===== config.mk =====
export PLATFORM = sky130hd
export DESIGN_NAME = axil_arbiter_rd
export DESIGN_NICKNAME = d
export VERILOG_FILES = /design/src/rtl/axil_pkg.sv /design/src/rtl/axil_prio_enc.sv /design/src/rtl/axil_arbiter_rd.sv
export SDC_FILE = /design/constraint.sdc
export NUM_CORES = 1
export LEC_CHECK = 0
export BUFFER_PORTS_ARGS = -buffer_cell sky130_fd_sc_hd__buf_2
export CORE_AREA = 2 2 39 41
export DETAILED_ROUTE_END_ITERATION = 6
export DIE_AREA = 0 0 41 43
export SLEW_MARGIN = 0
export SYNTH_ARGS = -nofsm -noshare
export SYNTH_HDL_FRONTEND = slang
export SYNTH_SLANG_ARGS = --single-unit

===== constraint.sdc =====
create_clock -name aclk -period 4.2 [get_ports aclk]
set_clock_uncertainty 0.1 [all_clocks]
set_input_delay 0.63 -clock aclk [delete_from_list [all_inputs] [get_ports aclk]]
set_output_delay 0.63 -clock aclk [all_outputs]
set_load 0.01 [all_outputs]

===== src/rtl/axil_pkg.sv =====
// Shared types and helpers for the AXI-Lite priority interconnect arbiters.
//   axil_rd_state_t : arbiter FSM states (IDLE / ADDR / DATA), also used by the write arbiter
//   idx_width()     : width of a binary index for n masters, never less than 1
package axil_pkg;

    typedef enum logic [1:0] {
        RD_IDLE = 2'd0,
        RD_ADDR = 2'd1,
        RD_DATA = 2'd2
    } axil_rd_state_t;

    function automatic int unsigned idx_width(input int unsigned n);
        return (n > 1) ? $clog2(n) : 1;
    endfunction

endpackage


===== src/rtl/axil_prio_enc.sv =====
// Combinational lowest-index-first priority encoder.
//   req_i       : request vector
//   onehot_o    : one-hot of the lowest set request bit, zero when no request
//   idx_o       : binary index of that bit, zero when no request
//   any_valid_o : at least one request bit set
module axil_prio_enc
    import axil_pkg::*;
#(
    parameter  int unsigned N     = 4,
    localparam int unsigned IDX_W = idx_width(N)
) (
    input  logic [N-1:0]     req_i,
    output logic [N-1:0]     onehot_o,
    output logic [IDX_W-1:0] idx_o,
    output logic             any_valid_o
);

    logic found;

    always_comb begin
        onehot_o = '0;
        idx_o    = '0;
        found    = 1'b0;
        for (int unsigned i = 0; i < N; i++) begin
            if (req_i[i] && !found) begin
                onehot_o[i] = 1'b1;
                idx_o       = IDX_W'(i);
                found       = 1'b1;
            end
        end
    end

    assign any_valid_o = |req_i;

endmodule


===== src/rtl/axil_arbiter_rd.sv =====
// Fixed-priority read-channel arbiter (lowest master index wins, no fairness).
// A grant is held from arbitration through the AR handshake and the R
// handshake; on the R handshake the arbiter re-arbitrates in the same cycle.
//   aclk, aresetn    : clock, asynchronous active-low reset
//   m_axil_arvalid   : per-master AR requests
//   s_axil_arvalid/s_axil_arready : AR handshake at the slave
//   s_axil_rvalid/s_axil_rready   : R handshake at the slave
//   grant_rd         : registered one-hot grant, zero when idle
//   grant_idx        : registered binary index of grant_rd, zero when idle
//   busy             : a grant is held
module axil_arbiter_rd
    import axil_pkg::*;
#(
    parameter  int unsigned NUMBER_MASTER = 4,
    localparam int unsigned IDX_W         = idx_width(NUMBER_MASTER)
) (
    input  logic                     aclk,
    input  logic                     aresetn,
    input  logic [NUMBER_MASTER-1:0] m_axil_arvalid,
    input  logic                     s_axil_arvalid,
    input  logic                     s_axil_arready,
    input  logic                     s_axil_rvalid,
    input  logic                     s_axil_rready,
    output logic [NUMBER_MASTER-1:0] grant_rd,
    output logic [IDX_W-1:0]         grant_idx,
    output logic                     busy
);

    axil_rd_state_t           state_q, state_d;
    logic [NUMBER_MASTER-1:0] grant_q, grant_d;
    logic [IDX_W-1:0]         idx_q, idx_d;

    logic [NUMBER_MASTER-1:0] enc_onehot;
    logic [IDX_W-1:0]         enc_idx;
    logic                     enc_any;
    logic                     ar_hs;
    logic                     r_hs;

    axil_prio_enc #(
        .N (NUMBER_MASTER)
    ) u_prio_enc (
        .req_i       (m_axil_arvalid),
        .onehot_o    (enc_onehot),
        .idx_o       (enc_idx),
        .any_valid_o (enc_any)
    );

    assign ar_hs = s_axil_arvalid & s_axil_arready;
    assign r_hs  = s_axil_rvalid & s_axil_rready;

    always_comb begin
        state_d = state_q;
        grant_d = grant_q;
        idx_d   = idx_q;
        case (state_q)
            RD_IDLE: begin
                if (enc_any) begin
                    grant_d = enc_onehot;
                    idx_d   = enc_idx;
                    state_d = RD_ADDR;
                end
            end
            // R handshakes are ignored here; an AR handshake always wins.
            RD_ADDR: begin
                if (ar_hs) begin
                    state_d = RD_DATA;
                end
            end
            // Back-to-back hand-over: the encoder output is taken directly,
            // so a new grant needs no idle bubble.
            RD_DATA: begin
                if (r_hs) begin
                    if (enc_any) begin
                        grant_d = enc_onehot;
                        idx_d   = enc_idx;
                        state_d = RD_ADDR;
                    end else begin
                        grant_d = '0;
                        idx_d   = '0;
                        state_d = RD_IDLE;
                    end
                end
            end
            default: begin
                grant_d = '0;
                idx_d   = '0;
                state_d = RD_IDLE;
            end
        endcase
    end

    always_ff @(posedge aclk or negedge aresetn) begin
        if (!aresetn) begin
            state_q <= RD_IDLE;
            grant_q <= '0;
            idx_q   <= '0;
        end else begin
            state_q <= state_d;
            grant_q <= grant_d;
            idx_q   <= idx_d;
        end
    end

    assign grant_rd  = grant_q;
    assign grant_idx = idx_q;
    assign busy      = (state_q != RD_IDLE);

endmodule


# [Yosys cells after proc, flatten, opt, wreduce, memory -nomap -nowiden]
# Index checks and enable logic that the tools add are counted.
[op_classes] reduce_logical=11 eq_ne=5 mux=22 bitwise_logic=3
[op_table] cell="2-bit two-way mux" n=8
[op_table] cell="4-bit two-way mux" n=3
[op_table] cell="2-bit one-hot mux with 3 select lines" n=2
[op_table] cell="4-bit one-hot mux with 3 select lines" n=1
[op_table] cell="1-bit two-way mux" n=8
[op_table] cell="2-bit != test, second input constant" n=3
[op_table] cell="3-bit AND reduction" n=2
[op_table] cell="4-bit OR reduction" n=1
[op_table] cell="1-bit logical AND" n=3
[op_table] cell="1-bit zero test" n=3
[op_table] cell="1-bit AND" n=2
[op_table] cell="2-bit by 1-bit == test with 1-bit output, second input constant" n=1
[op_table] cell="2-bit == test, second input constant" n=1
[op_table] cell="2-bit zero test" n=1
[op_table] cell="2-bit nonzero test" n=1
[op_table] cell="1-bit NOT" n=1
[word_totals] register_bits=8 inputBits=10 output_inout_bits=7 word_cells=44

# [Logic depth before layout (Yosys ltp)]
# Gate-level depths: netlist (run 1).
[depth] depth_word=13 ltp_mapped=5 ltp_nobuf=4

# [Cells and area by module]
# A second synthesis (run 1) with hierarchy kept.
[unflattened] cells_unflattened=36 area_unflattened_um2=402.9
[by_module_without_submodules] module="axil_arbiter_rd" seq_area_each_um2=200.2 cells_each=25 n_inst=1 area_each_um2=341.6
[by_module_without_submodules] module="axil_prio_enc" seq_area_each_um2=0.0 cells_each=11 n_inst=1 area_each_um2=61.3

# [Worst setup path after synthesis (run 1)]
# OpenSTA, ideal clock, no wires.
[synth_timing] kind="input-to-reg" start="input m_axil_arvalid[3]" end="register idx_q[0] (netlist: grant_idx[0])" setup_slack_ps=2421 path_buffers=1 t_arrival_ps=1554 setup_time_ps=125 path_stages=5 required_ps=3975 path_cell_list="nor4_2 -> nor2_1 -> o21a_1 -> buf_6 -> mux2_4"
[synth_between] elab_chain_cells=5 elab_cells_between_ends=9 cone_classes="eq/ne (1); mux (5); reduce/logical (3)"
[synth_lines] item="from (decl)" line_no="axil_arbiter_rd.sv:19" text="input logic [NUMBER_MASTER-1:0] m_axil_arvalid,"
[synth_lines] item="1-bit logical AND" line_no="axil_prio_enc.sv:25" text="if (req_i[i] && !found) begin"
[synth_lines] item="2-bit two-way mux" line_no="axil_prio_enc.sv:25"
[synth_lines] item="2-bit two-way mux" line_no="axil_arbiter_rd.sv:73" text="if (enc_any) begin"
[synth_lines] item="2-bit two-way mux" line_no="axil_arbiter_rd.sv:72" text="if (r_hs) begin"
[synth_lines] item="2-bit one-hot mux with 3 select lines" line_no="axil_arbiter_rd.sv:55" text="case (state_q)"
[synth_lines] item="to (signal assigned)" line_no="axil_arbiter_rd.sv:100" text="idx_q <= idx_d;"
[synth_lines] item="to (decl)" line_no="axil_arbiter_rd.sv:31" text="logic [IDX_W-1:0] idx_q, idx_d;"
# Several ways; a longest one is shown, not always the timed one. The select of a mux whose other input is x is not followed.
# A chain may end at the register's enable or synchronous reset.

# [Worst setup path in the final report (run 1)]
[layout_timing] start="register state_q[0]" end="output busy"
[layout_between] elab_chain_cells=1
[layout_lines] item="from (decl)" line_no="axil_arbiter_rd.sv:29" text="axil_rd_state_t state_q, state_d;"
[layout_lines] item="from (signal assigned)" line_no="axil_arbiter_rd.sv:98" text="state_q <= state_d;"
[layout_lines] item="2-bit nonzero test" line_no="axil_arbiter_rd.sv:106" text="assign busy = (state_q != RD_IDLE);"
[layout_lines] item="to (decl)" line_no="axil_arbiter_rd.sv:26" text="output logic busy"
# No other way between the ends.

==> results of run 1 <==
cell type report:
cell class              count  area [um^2]
repair buffers             16         80.1
inverters                   3         11.3
well taps                  16         20.0
multi-input cells          25          198
flip-flops and latches      8          200
fillers                   146          852
clock buffers               3         22.5
cell usage in the layout (no fill, tap or decap), drive strengths merged, types with 2 or more instances in the layout:
master  instances
buf            16
clkbuf          3
nand2           3
inv             3
mux2i           2
dfrtp           8
mux2            4
a21oi           2
nor3            2
worst paths after layout:
kind                               from            to  cells past startpoint
hold / removal                  aresetn    state_q[1]                      1
hold reg to reg            grant_idx[0]  grant_idx[0]                      1
max in group asynchronous       aresetn   grant_rd[2]                      1
setup reg to reg             state_q[0]   grant_rd[0]                      3
setup / recovery             state_q[0]          busy                      2
min in group aclk          grant_idx[0]  grant_idx[0]                      1
power by group through the flow:
stage                     combinational (mW)  sequential (mW)  clock, mW
after floorplan                        0.110            0.124          0
after global placement                 0.131            0.128          0
after detailed placement               0.132            0.129          0
after CTS                              0.133            0.127     0.0607
after global routing                   0.145            0.132     0.0640
final                                  0.131            0.126     0.0592
kinds of logic after synthesis:
family	Yosys count	share of synthesized area
AOI/OAI and AO/OA	6	0.0882
buffers and inverters	5	0.0647
DFF	8	0.471
muxes	6	0.188
and+or+nand+nor	13	0.188
registers in the layout (all words and copies together) (netlist names):
name       count
grant_idx      2
state_q        2
grant_rd       4
worst reg2reg max path, cell delays in order, from the launching register on:
cell and delay [ps]:
sky130_fd_sc_hd__dfrtp_1 500, sky130_fd_sc_hd__nand2b_1 170, sky130_fd_sc_hd__o21a_1 350, sky130_fd_sc_hd__mux2_4 330
metal layers:
metal / GRT usage / wire, um
met3: 0.0157 / 26
met4: 0.0600 / 12
met2: 0.147 / 367
met5: 0 / 0
met1: 0.126 / 348
==> impl_metrics.env, run 1 <==
export IMPL_cpMaxStageDelayCell="sky130_fd_sc_hd__dfrtp_1"
export IMPL_total_number_of_vias=324
export IMPL_number_of_antenna_violations_at_the_first_check_in_global_routing=0
export IMPL_flip_flop_and_latch_count_after_synthesis=8
export IMPL_ctsResizeCount=0
export IMPL_p_r_area_growth_vs_syn_pct=25.0
export IMPL_netSwitchingPower_uw=108
export IMPL_grt_remaining_overflow=0
export IMPL_total_leakage_power_nw=0.279
export IMPL_synth_area_leaders="sky130_fd_sc_hd__dfrtp_1 (47%), sky130_fd_sc_hd__mux2_4 (14%), sky130_fd_sc_hd__mux2i_1 (4.7%)"
export IMPL_hold_path_class="primary input to asynchronous set/reset pin"
export IMPL_final_layout_size_suffix_gt1_frac=0.473
export IMPL_critPathMaxStageDelay_ps=480
export IMPL_timing_final_ws_setup_ps=2280
export IMPL_cp_num_buf_inv=1
export IMPL_combPwrFrac=0.413
export IMPL_core_area_mm2=0.00138
export IMPL_internal_power_uw=208
export IMPL_worst_pin_slew_ps=359
export IMPL_critical_path_startpoint_type="register"
export IMPL_yosysUniqueCellTypes=21
export IMPL_yosys_top_cells_count="sky130_fd_sc_hd__dfrtp_1 (8), sky130_fd_sc_hd__mux2_4 (4), sky130_fd_sc_hd__inv_1 (3), sky130_fd_sc_hd__nand2_1 (3)"
export IMPL_worst_setup_path_type="register to output pin"
export IMPL_hpwlAfterDp_um=594
export IMPL_final_period_utilization=0.456
export IMPL_final_setup_fails=0
export IMPL_p_seq_frac=0.399
export IMPL_syn_area_um2=425
export IMPL_sequential_area_share_after_synthesis=0.471
export IMPL_synth_area_leader_cell="sky130_fd_sc_hd__dfrtp_1"
export IMPL_cts_root_to_sink_buffers=2
export IMPL_rsz0062_at_grt="false"
export IMPL_timing_final_hold_violations=0
export IMPL_yosysWarningCount=0
export IMPL_cts_buffers_inserted=3
export IMPL_std_cell_rows=14
export IMPL_setup_total_negative_slack_ps=0
export IMPL_cell_area_after_placement_um2=509
export IMPL_status="completed"
export IMPL_post_place_ws_ps=2190
export IMPL_worst_ep_required_time_ps=3470
export IMPL_synth_most_common_cell="sky130_fd_sc_hd__dfrtp_1"
export IMPL_chipHeight_um=43
export IMPL_die_area_mm2=0.00176
export IMPL_cts_htree_levels=1
export IMPL_drt_antenna_violating_nets=0
export IMPL_numClockSinks=8
export IMPL_fmax_mhz=522
export IMPL_total_power_uw=316
export IMPL_irDropWorstVdd_mv=0.170
export IMPL_final_design_area_no_fill_um2=532
export IMPL_tritoncts_clock_tree="done"
export IMPL_initial_core_util=0.307
export IMPL_powerDensity_mw_per_mm2=594
export IMPL_grt_usage=0.0986
export IMPL_cts_root_buffer_cell="sky130_fd_sc_hd__clkbuf_4"
export IMPL_timing_critical_path_to_type="output pin"
export IMPL_drt_vias_per_instance=4.56
export IMPL_post_cts_hold_buffer_count=0
export IMPL_gp_congestion=0.696
export IMPL_crit_path_cell_trace="or2_2 > buf_2"
export IMPL_grt_start_max_net_pins=11
export IMPL_grt_pass1_vias=285
export IMPL_grt_first_pass_wirelength_um=1170
export IMPL_cp_arrival_ps=1190
export IMPL_slew_viol_final=0
export IMPL_finalHoldWorstSlack_ps=115
export IMPL_power_frac_clock=0.187
export IMPL_final_core_utilization=0.384
export IMPL_drt_wl_total_um=754
export IMPL_fin_cells=71
export IMPL_swShare=0.342
export IMPL_ioPinCount=17
export IMPL_number_of_violations_reported_at_the_end_of_detailed_routing_iteration_0=1
export IMPL_detail_route_drc_violations=0
export IMPL_critPathTopFamily="flip-flops"
export IMPL_cts_clock_pin_slew_for_the_worst_setup_and_hold_paths_ps=60
export IMPL_reg2reg_setup_slack_ps=2630
export IMPL_fp_dieW_um=41
export IMPL_cts_repair_timing_setup_buffer_count=0
export IMPL_wire_per_inst_um=10.6
export IMPL_design_final_nets=67
export IMPL_timing_final_crit_period_ps=1920
export IMPL_max_slew_margin_rel=0.761
export IMPL_cap_viol_max_count=0
export IMPL_place_port_buffers=16
export IMPL_diodes=0
export IMPL_crit_fanout=10
export IMPL_syn_num_nets=48
export IMPL_clock_latency_ps=250
export IMPL_yosysTopAreaCellShare=0.471
export IMPL_ys_dominant_reg_cell="sky130_fd_sc_hd__dfrtp_1"
export IMPL_drt_pass1_iter_count=3
export IMPL_placed_cells_incl_taps=68
export IMPL_synth_async_reset_ratio=1.00
export IMPL_synth_avg_cell_area_um2=11.2
export IMPL_edff_count_synth=0
export IMPL_post_synth_inst_count=38
No activity file was read; power rests on OpenSTA's default activity.
==> inputs of run 2 (changes only) <==
==> constraint.sdc (replaced) <==
create_clock -name aclk -period 1.7 [get_ports aclk]
set_clock_uncertainty 0.1 [all_clocks]
set_input_delay 0.255 -clock aclk [delete_from_list [all_inputs] [get_ports aclk]]
set_output_delay 0.255 -clock aclk [all_outputs]
set_load 0.01 [all_outputs]
==> impl_metrics.env, run 2 (same netlist as run 1, synthesis figures left out) <==
export IMPL_status="completed"
export IMPL_max_slew_margin_rel=0.765
export IMPL_final_layout_size_suffix_gt1_frac=0.483
export IMPL_detail_route_drc_violations=0
export IMPL_grt_first_pass_wirelength_um=1310
export IMPL_final_setup_fails=0
export IMPL_diodes=0
export IMPL_tritoncts_clock_tree="done"
export IMPL_fp_dieW_um=41
export IMPL_irDropWorstVdd_mv=0.372
export IMPL_grt_pass1_vias=328
export IMPL_worst_setup_path_type="register to output pin"
export IMPL_std_cell_rows=14
export IMPL_final_period_utilization=0.932
export IMPL_cell_area_after_placement_um2=524
export IMPL_timing_final_crit_period_ps=1580
export IMPL_initial_core_util=0.307
export IMPL_crit_fanout=7
export IMPL_gp_congestion=0.705
export IMPL_cap_viol_max_count=0
export IMPL_worst_pin_slew_ps=352
export IMPL_design_final_nets=70
export IMPL_grt_remaining_overflow=0
export IMPL_powerDensity_mw_per_mm2=1460
export IMPL_layout_common_cells="sky130_fd_sc_hd__buf_2 (16), sky130_fd_sc_hd__dfrtp_1 (8), sky130_fd_sc_hd__mux2_4 (4)"
export IMPL_timing_final_hold_violations=0
export IMPL_die_area_mm2=0.00176
export IMPL_finalHoldWorstSlack_ps=170
export IMPL_place_port_buffers=16
export IMPL_grt_start_max_net_pins=9
export IMPL_worstHoldPathCells=3
export IMPL_total_leakage_power_nw=0.294
export IMPL_cts_repair_timing_setup_buffer_count=0
export IMPL_critical_path_startpoint_type="register"
export IMPL_p_r_area_growth_vs_syn_pct=30.9
export IMPL_cts_root_to_sink_buffers=2
export IMPL_number_of_violations_reported_at_the_end_of_detailed_routing_iteration_0=2
export IMPL_grt_usage=0.117
export IMPL_final_core_utilization=0.402
export IMPL_fmax_mhz=631
export IMPL_drt_antenna_violating_nets=0
export IMPL_post_cts_hold_buffer_count=1
export IMPL_hpwlAfterDp_um=642
export IMPL_rsz0062_at_grt="false"
export IMPL_wire_per_inst_um=11.1
export IMPL_cp_arrival_ps=1230
export IMPL_reg2reg_setup_slack_ps=160
export IMPL_ioPinCount=17
export IMPL_rr_worst_depth=4
export IMPL_drt_wl_total_um=823
export IMPL_worst_ep_required_time_ps=1340
export IMPL_clock_latency_ps=250
export IMPL_cts_clock_pin_slew_for_the_worst_setup_and_hold_paths_ps=50
export IMPL_chipHeight_um=43
export IMPL_largest_register_ff_count=4
export IMPL_cts_root_buffer_cell="sky130_fd_sc_hd__clkbuf_4"
export IMPL_final_design_area_no_fill_um2=557
export IMPL_fin_cells=74
export IMPL_ctsResizeCount=0
export IMPL_drt_vias_per_instance=4.61
export IMPL_total_number_of_vias=341
export IMPL_placed_cells_incl_taps=70
export IMPL_drt_pass1_iter_count=3
export IMPL_setup_total_negative_slack_ps=0
export IMPL_hold_path_class="primary input to register"
export IMPL_post_place_ws_ps=78.6
export IMPL_number_of_antenna_violations_at_the_first_check_in_global_routing=0
export IMPL_timing_critical_path_to_type="output pin"
export IMPL_timing_final_ws_setup_ps=115
export IMPL_mostFrequentLayoutCell="sky130_fd_sc_hd__buf_2"
export IMPL_slew_viol_final=0
export IMPL_cts_buffers_inserted=3
export IMPL_core_area_mm2=0.00138
export IMPL_cts_htree_levels=1
export IMPL_total_power_uw=815
export IMPL_numClockSinks=8
==> run 2: cell types whose count changed in the layout (fill, tap and decap cells not counted) <==
| cell | delta |
|---|---|
| sky130_fd_sc_hd__buf_4 | +2 |
| sky130_fd_sc_hd__dlygate4sd3_1 | +1 |
==> run 2: critical path, stage by stage, from the launching register on <==
cell and delay (ps):
sky130_fd_sc_hd__dfrtp_1 400, sky130_fd_sc_hd__buf_4 170, sky130_fd_sc_hd__or2_2 280, sky130_fd_sc_hd__buf_2 140
==> run 2: final timing paths <==
kind | from | endpoint
max | state_q[0] | busy
min | s_axil_arready | state_q[1]
max reg2reg | state_q[1] | grant_rd[0]
min reg2reg | state_q[0] | state_q[0]
max in group asynchronous | aresetn | state_q[0]
min in group asynchronous | aresetn | grant_rd[3]
==> run 2: routing by layer <==
metal	global-route usage	share of wire	vias to the layer above
met5	0	0	-
met4	0.120	0.015	0
met3	0.0157	0.029	2
met2	0.175	0.52	6
met1	0.127	0.44	161
li1	-	-	172
==> run 2: final cells by class <==
type	instances	area, um^2
Clock buffer	3	22.5
Fill cell	150	827
Multi-Input combinational cell	25	198
Tap cell	16	20.0
Inverter	3	11.3
Sequential cell	8	200
Timing Repair Buffer	19	105
==> run 2: power breakdown <==
group	internal (mW)	switching (mW)	total (mW)
logic	0.204	0.175	0.379
registers	0.254	0.0359	0.290
clock network	0.0809	0.0654	0.146
total	0.539	0.276	0.815
==> inputs of run 3 (changes only) <==
--- a/config.mk
+++ b/config.mk
@@ -9,6 +9,7 @@
 export CORE_AREA = 2 2 39 41
 export DETAILED_ROUTE_END_ITERATION = 6
 export DIE_AREA = 0 0 41 43
+export PLACE_DENSITY = 0.67
 export SLEW_MARGIN = 0
 export SYNTH_ARGS = -nofsm -noshare
 export SYNTH_HDL_FRONTEND = slang
==> impl_metrics.env, run 3 (same netlist as run 1, synthesis figures left out) <==
export IMPL_status="completed"
export IMPL_fin_cells=74
export IMPL_number_of_antenna_violations_at_the_first_check_in_global_routing=0
export IMPL_drt_pass1_iter_count=2
export IMPL_detail_route_drc_violations=0
export IMPL_tritoncts_clock_tree="done"
export IMPL_cts_buffers_inserted=3
export IMPL_cap_viol_max_count=0
export IMPL_p_r_area_growth_vs_syn_pct=30.9
export IMPL_total_power_uw=816
export IMPL_post_place_ws_ps=73.1
export IMPL_core_area_mm2=0.00138
export IMPL_timing_final_hold_violations=0
export IMPL_total_number_of_vias=338
export IMPL_setup_total_negative_slack_ps=0
export IMPL_placed_cells_incl_taps=70
export IMPL_drt_antenna_violating_nets=0
export IMPL_drt_wl_total_um=844
export IMPL_powerDensity_mw_per_mm2=1470
export IMPL_irDropWorstVdd_mv=0.727
export IMPL_cell_area_after_placement_um2=524
export IMPL_gp_congestion=0.770
export IMPL_cts_repair_timing_setup_buffer_count=0
export IMPL_worst_ep_required_time_ps=1340
export IMPL_design_final_nets=70
export IMPL_grt_remaining_overflow=0
export IMPL_timing_final_crit_period_ps=1520
export IMPL_cts_clock_pin_slew_for_the_worst_setup_and_hold_paths_ps=60
export IMPL_timing_final_ws_setup_ps=181
export IMPL_diodes=0
export IMPL_crit_fanout=4
export IMPL_worst_setup_path_type="register to output pin"
export IMPL_largest_register_ff_count=4
export IMPL_netSwitchingPower_uw=278
export IMPL_std_cell_rows=14
export IMPL_final_layout_size_suffix_gt1_frac=0.483
export IMPL_place_port_buffers=16
export IMPL_grt_first_pass_wirelength_um=1320
export IMPL_power_frac_clock=0.182
export IMPL_final_core_utilization=0.402
export IMPL_initial_core_util=0.307
export IMPL_fillerInstances=150
export IMPL_total_leakage_power_nw=0.294
export IMPL_die_area_mm2=0.00176
export IMPL_internal_power_uw=539
export IMPL_hpwlAfterDp_um=630
export IMPL_grt_start_max_net_pins=9
export IMPL_final_design_area_no_fill_um2=557
export IMPL_numClockSinks=8
export IMPL_final_setup_fails=0
export IMPL_clock_latency_ps=260
export IMPL_layout_common_cells="sky130_fd_sc_hd__buf_2 (16), sky130_fd_sc_hd__dfrtp_1 (8), sky130_fd_sc_hd__mux2_4 (4)"
export IMPL_ioPinCount=17
export IMPL_rsz0062_at_grt="false"
export IMPL_slew_viol_final=0
export IMPL_cts_htree_levels=1
export IMPL_number_of_violations_reported_at_the_end_of_detailed_routing_iteration_0=2
export IMPL_worst_pin_slew_ps=351
export IMPL_grt_usage=0.118
export IMPL_timing_critical_path_to_type="output pin"
export IMPL_grt_pass1_vias=323
export IMPL_finalHoldWorstSlack_ps=183
export IMPL_cts_root_buffer_cell="sky130_fd_sc_hd__clkbuf_4"
export IMPL_reg2reg_setup_slack_ps=190
export IMPL_fp_dieW_um=41
export IMPL_wire_per_inst_um=11.4
export IMPL_chipHeight_um=43
export IMPL_fmax_mhz=658
export IMPL_combPwrFrac=0.453
export IMPL_mostFrequentLayoutCell="sky130_fd_sc_hd__buf_2"
export IMPL_critical_path_startpoint_type="register"
export IMPL_final_period_utilization=0.894
export IMPL_max_slew_margin_rel=0.766
export IMPL_hold_path_class="primary input to register"
export IMPL_swShare=0.340
export IMPL_p_seq_frac=0.365
export IMPL_drt_vias_per_instance=4.57
export IMPL_cts_root_to_sink_buffers=2
export IMPL_cp_arrival_ps=1160
==> run 3: worst paths after layout <==
path / start / cells after the start / end
setup / recovery: state_q[1] / 3 / busy
hold / removal: m_axil_arvalid[2] / 3 / grant_rd[2]
setup reg to reg: state_q[1] / 4 / grant_rd[3]
hold reg to reg: grant_rd[0] / 1 / grant_rd[0]
max in group asynchronous: aresetn / 2 / grant_rd[2]
min in group asynchronous: aresetn / 2 / state_q[1]
==> run 3: timing repair <==
item	CTS	global route
hold buffers	1	0
endpoints found under the setup margin	0	0
endpoints found under the hold margin	8	0
resized for setup	0	0
==> run 3: final cells by class <==
class,count,area (um^2),share of cell area
tap,16,20.0,0.0360
timing repair buffer,19,105,0.189
inverter,3,11.3,0.0202
sequential,8,200,0.360
multi-input combinational,25,198,0.355
clock buffer,3,22.5,0.0404
==> run 3: worst max-delay path, cell delays in order (launching register included) <==
cell and delay (ps):
sky130_fd_sc_hd__dfrtp_1 370, sky130_fd_sc_hd__buf_4 140, sky130_fd_sc_hd__or2_2 260, sky130_fd_sc_hd__buf_2 140
==> run 3: power groups by stage <==
stage | clock (mW) | combinational (mW) | sequential (mW)
2_1_floorplan | 0 | 0.272 | 0.307
3_3_place_gp | 0 | 0.369 | 0.300
3_5_place_dp | 0 | 0.372 | 0.302
4_1_cts | 0.154 | 0.374 | 0.299
5_1_grt | 0.161 | 0.401 | 0.305
6_report | 0.148 | 0.370 | 0.298
==> run 3: layer usage <==
metal / routed length (um) / up-vias / part of all wire / global-route usage
li1: - / 172 / - / -
met1: 411 / 152 / 0.49 / 0.148
met2: 343 / 12 / 0.41 / 0.156
met3: 73 / 2 / 0.086 / 0.0524
met4: 15 / 0 / 0.018 / 0.0800
met5: 0 / - / 0 / 0
